<file path="src/rtl/alu_issue_ctrl.sv">
// rtl/alu_issue_ctrl.sv - round-robin issue controller sharing one ALU between two requesters
// One op in flight: IDLE accepts, EXEC waits ALU_LAT cycles, RESP holds the result until taken.
module alu_issue_ctrl #(
  parameter int W       = 64,
  parameter int ALU_LAT = 1
) (
  input  logic         clk,
  input  logic         rst_n,
  input  logic         req0_valid,
  output logic         req0_ready,
  input  logic [2:0]   req0_op,
  input  logic [W-1:0] req0_a,
  input  logic [W-1:0] req0_b,
  input  logic         req1_valid,
  output logic         req1_ready,
  input  logic [2:0]   req1_op,
  input  logic [W-1:0] req1_a,
  input  logic [W-1:0] req1_b,
  output logic [2:0]   alu_op,
  output logic [W-1:0] alu_a,
  output logic [W-1:0] alu_b,
  input  logic [W-1:0] alu_result,
  output logic         rsp_valid,
  input  logic         rsp_ready,
  output logic         rsp_id,
  output logic [W-1:0] rsp_result,
  output logic         rsp_err
);

  localparam int CW = (ALU_LAT > 1) ? $clog2(ALU_LAT) : 1;

  typedef enum logic [1:0] {IDLE, EXEC, RESP} state_t;

  state_t         state, state_nxt;
  logic           rr_ptr;
  logic [CW-1:0]  count;
  logic           grant0, grant1;
  logic           accept, acc_id, op_legal, last_exec;
  logic [2:0]     acc_op;
  logic [W-1:0]   acc_a, acc_b;

  // rr_ptr=0 gives req0 priority; a lone valid requester always wins.
  always_comb begin
    grant0     = req0_valid & (~rr_ptr | ~req1_valid);
    grant1     = req1_valid & (rr_ptr | ~req0_valid);
    req0_ready = grant0 & rst_n & (state == IDLE);
    req1_ready = grant1 & rst_n & (state == IDLE);
    accept     = req0_ready | req1_ready;
    acc_id     = req1_ready;
    acc_op     = acc_id ? req1_op : req0_op;
    acc_a      = acc_id ? req1_a  : req0_a;
    acc_b      = acc_id ? req1_b  : req0_b;
    op_legal   = (acc_op <= 3'b101);
    last_exec  = (count == CW'(ALU_LAT - 1));
  end

  always_ff @(posedge clk or negedge rst_n) begin
    if (!rst_n) state <= IDLE;
    else        state <= state_nxt;
  end

  always_comb begin
    state_nxt = state;
    case (state)
      IDLE:    if (accept) state_nxt = op_legal ? EXEC : RESP;
      EXEC:    if (last_exec) state_nxt = RESP;
      RESP:    if (rsp_ready) state_nxt = IDLE;
      default: state_nxt = IDLE;
    endcase
  end

  assign rsp_valid = (state == RESP);

  always_ff @(posedge clk or negedge rst_n) begin
    if (!rst_n) begin
      rr_ptr     <= 1'b0;
      count      <= '0;
      alu_op     <= 3'b000;
      alu_a      <= '0;
      alu_b      <= '0;
      rsp_id     <= 1'b0;
      rsp_result <= '0;
      rsp_err    <= 1'b0;
    end else begin
      if (accept) begin
        rr_ptr <= ~acc_id;
        rsp_id <= acc_id;
        count  <= '0;
        if (op_legal) begin
          alu_op <= acc_op;
          alu_a  <= acc_a;
          alu_b  <= acc_b;
        end else begin
          // Illegal ops skip the ALU; alu_* keep whatever was last issued.
          rsp_err    <= 1'b1;
          rsp_result <= '0;
        end
      end
      if (state == EXEC) begin
        if (last_exec) begin
          rsp_result <= alu_result;
          rsp_err    <= 1'b0;
          count      <= '0;
        end else begin
          count <= count + CW'(1);
        end
      end
    end
  end

endmodule

</file>
<file path="config.mk">
export PLATFORM = sky130hd
export DESIGN_NAME = alu_issue_ctrl
export DESIGN_NICKNAME = d
export VERILOG_FILES = /design/src/rtl/alu_issue_ctrl.sv
export SDC_FILE = /design/constraint.sdc
export NUM_CORES = 1
export LEC_CHECK = 0
export BUFFER_PORTS_ARGS = -buffer_cell sky130_fd_sc_hd__buf_2
export CAP_MARGIN = 20
export CORE_MARGIN = 1
export CORE_UTILIZATION = 23
export DETAILED_ROUTE_END_ITERATION = 7
export PLACE_DENSITY_LB_ADDON = 0.08
export SLEW_MARGIN = 25
export SYNTH_ARGS = -nofsm -noshare
export SYNTH_HDL_FRONTEND = slang
export SYNTH_SLANG_ARGS = --single-unit
export TNS_END_PERCENT = 50
</file>
<file path="constraint.sdc">
create_clock -name clk -period 2.06 [get_ports clk]
set_input_delay 0.206 -clock clk [delete_from_list [all_inputs] [get_ports clk]]
set_output_delay 0.206 -clock clk [all_outputs]
set_load 0.01 [all_outputs]
</file>
==> metrics <==
Pins Over Slew Limit=0; CTS tree=built; crit path time final=~2.0 ns; share of layout cells above drive strength 1=0.626; Crit path buffers/inverters=4; outcome=finished, final reports clean; RSZ-0062 raised after global routing=yes; Avg WL per Cell=~18 µm; total CTS buffers=17; Final Skew=0.0102 ns; Post-Synthesis Cell Area=~0.0097 mm²; Synth cell types=25; initial DRC count=a little under 300; Worst R2R Path Depth=8; Die Area=roughly 0.043 mm²; IO Port Bufs=between 500 and 600; Arrival @ worst endpoint=between 2 and 2.5 ns; clk slew on worst S/H paths=0.08 ns; HP Class=in2reg; share of the synthesized area in the top cell type=0.517; period utilization=0.991; Worst-Margin Slew=between 0.7 and 0.8 ns; fmax=between 0.4 and 0.5 GHz; #FFs+latches synth=200; post-detail-place hpwl=24,700 µm; reg2reg setup slack=0.02 ns; CTS sink cnt=200; std cell rows=between 70 and 80; core area=0.0412 mm²; cell family with most CP delay=buffers and inverters; CP max stage delay=approximately 0.45 ns; Max-slew headroom=0.520; CTS max path bufs=2; slowest stage cell, crit path=dfrtp_2; CP most frequent cell=buf_12; maxcap violations=0; Pleak=7.51 nW; number of global-route vias before repair=about 8,400; r2r startpoint=state[1]; Detailed Routing Iterations Pass 1=4; DP Cell Count=approximately 1,800; Seq/Total Area, Yosys=0.517; Die Y-Extent=a little over 200 µm; syn_nets=1,056; nets=approximately 1,700; Yosys warnings=0; CTS Root Cell=clkbuf_16; r2r endpoint=alu_a[12]; fill cell total of the finished layout=about 4,200; critical path fanouts, max=7; CP Capture Type=flop; first-pass GRT wire length=about 50,000 µm; peak supply drop=0.000555 V; Clk Latency, worst-skew pair=around 0.45 ns; synth top area cells=dfrtp_1 (52%), mux2_4 (18%), mux2_2 (12%); final hold violation count=0; CP Cell Sequence=nor3b_4 > nand3_2 > inv_2 > a32o_4 > buf_12 > buf_12 > clkbuf_16 > mux2_4; DIE WIDTH=between 200 and 250 µm; syn avg cell area=~13 µm²; Setup Crit Path Kind=reg2reg; gpl congestion=about 0.8; CP Data Required Time=~2.4 ns; Routed Antenna Nets=0; final setup TNS=0 ns; count of mapped cells out of synthesis=between 700 and 800; min-delay src=rsp_ready; # setup viols final=0; Hold EP=state[1]; vias per inst=between 4 and 5; antenna violations before repair=3; via count=about 8,000; hold depth=3; pin count of the biggest net entering global routing=between 100 and 150; Pwr Density=about 1300 mW/mm²; GR Overflow Total=0; DRC=0; Synth area leader=dfrtp_1; H-tree depth=4; Initial Util=0.235; Startpoint Class=flop; Layout area overhead=52.5%; wirelength, routed=about 34,000 µm; Finished Layout Cells=between 1,500 and 2,000; overall routing resource usage=0.153; io pins=~530
==> tightest hold or removal path: stages <==
cell	delay [ns]
buf_2	0.10
inv_1	0.05
a211o_1	0.10
==> power breakdown <==
group          switching (W)  total [W]  internal [W]
Clock                0.00155    0.00334       0.00179
Combinational        0.00410    0.00861       0.00451
Sequential           0.00102    0.00693       0.00591
==> metal layers <==
layer  part of all wire  routed length, µm  GRT usage  up-vias
met3              0.052               1740     0.0402       26
met5            0.00068                 23          0        -
li1                   -                  -          -     3763
met1               0.42              14100      0.184     3823
met2               0.51              17300      0.268      262
met4              0.015                501     0.0458        4
==> area by class of cell <==
| class | count | area (µm²) | area share |
|---|---|---|---|
| flip-flops and latches | 200 | 5010 | 0.339 |
| multi-input cells | 472 | 4370 | 0.296 |
| repair buffers | 662 | 4150 | 0.281 |
| well taps | 532 | 666 | 0.0451 |
| clock buffers | 24 | 492 | 0.0333 |
| clock inverters | 6 | 66.3 | 0.00449 |
| inverters | 4 | 15.0 | 0.00102 |
| diodes | 1 | 2.50 | 0.000169 |
==> per-stage QoR <==
step           total power (W)  setup slack, ns  utilization  hold WS (ns)  cell area, µm²
3_5_place_dp            0.0153          -0.0253        0.320         0.231           13200
2_1_floorplan           0.0114            0.191            -       -0.0896            9680
5_1_grt                 0.0202          -0.0671        0.358        0.0269           14800
4_1_cts                 0.0188           0.0268        0.349       0.00992           14400
6_report                0.0189           0.0180        0.358        0.0424           14800
3_3_place_gp            0.0152          -0.0128        0.320         0.230           13200
==> cell usage in the layout (no fill, tap or decap), types with 2 or more instances in the layout <==
| master | n |
|---|---|
| buf_12 | 15 |
| buf_2 | 529 |
| buf_4 | 36 |
| buf_6 | 10 |
| clkbuf_1 | 3 |
| clkbuf_16 | 22 |
| clkbuf_8 | 5 |
| clkinvlp_4 | 3 |
| dfrtp_1 | 199 |
| dlygate4sd3_1 | 65 |
| inv_1 | 2 |
| inv_2 | 2 |
| mux2_1 | 35 |
| mux2_2 | 98 |
| mux2_4 | 125 |
| nand2_1 | 134 |
| o21a_1 | 3 |
| o21ai_0 | 64 |
==> worst max-delay path by stage <==
stage / from / to / slack, ns / cells past startpoint
floorplan: state[0] / alu_op[0] / 0.19 / 7
global placement: rr_ptr / alu_b[58] / -0.01 / 5
detailed placement: rr_ptr / alu_b[58] / -0.03 / 5
CTS: state[1] / alu_a[19] / 0.03 / 7
global route: state[1] / alu_a[16] / -0.07 / 8
finish: state[1] / alu_a[12] / 0.02 / 8
==> state kept, by name, summed over array words and instances (netlist names) <==
| register | count |
|---|---|
| rsp_id | 1 |
| rsp_err | 1 |
| rsp_result | 64 |
| alu_b | 64 |
| state | 2 |
| alu_op | 3 |
| rr_ptr | 1 |
| alu_a | 64 |
==> kinds of logic after synthesis <==
family / count (synthesis) / synth area share
compound gates: 73 / 0.0402
mux: 258 / 0.346
buf+inv: 53 / 0.0379
simple gates: 141 / 0.0593
flops: 200 / 0.517
==> synth_stat cells (all sizes together) <==
cell type  count
a21oi          1
a211o          1
nor3b          1
a32o           1
o21a           3
o21ai         64
inv            4
o22a           1
nand3          2
nand2        134
clkbuf        17
nand2b         2
o22ai          2
buf           32
mux2         258
nor2b          2
dfrtp        200
==> timing repair <==
action                                  4_1_cts  5_1_grt
endpoints found under the hold margin        81        0
gates cloned                                  0        6
pin swaps                                     0        4
resized for setup                             1       22
endpoints found under the setup margin        6      104
hold buffers                                 65        0
buffers inserted                              0       19
No activity file was read; power rests on OpenSTA's default activity.
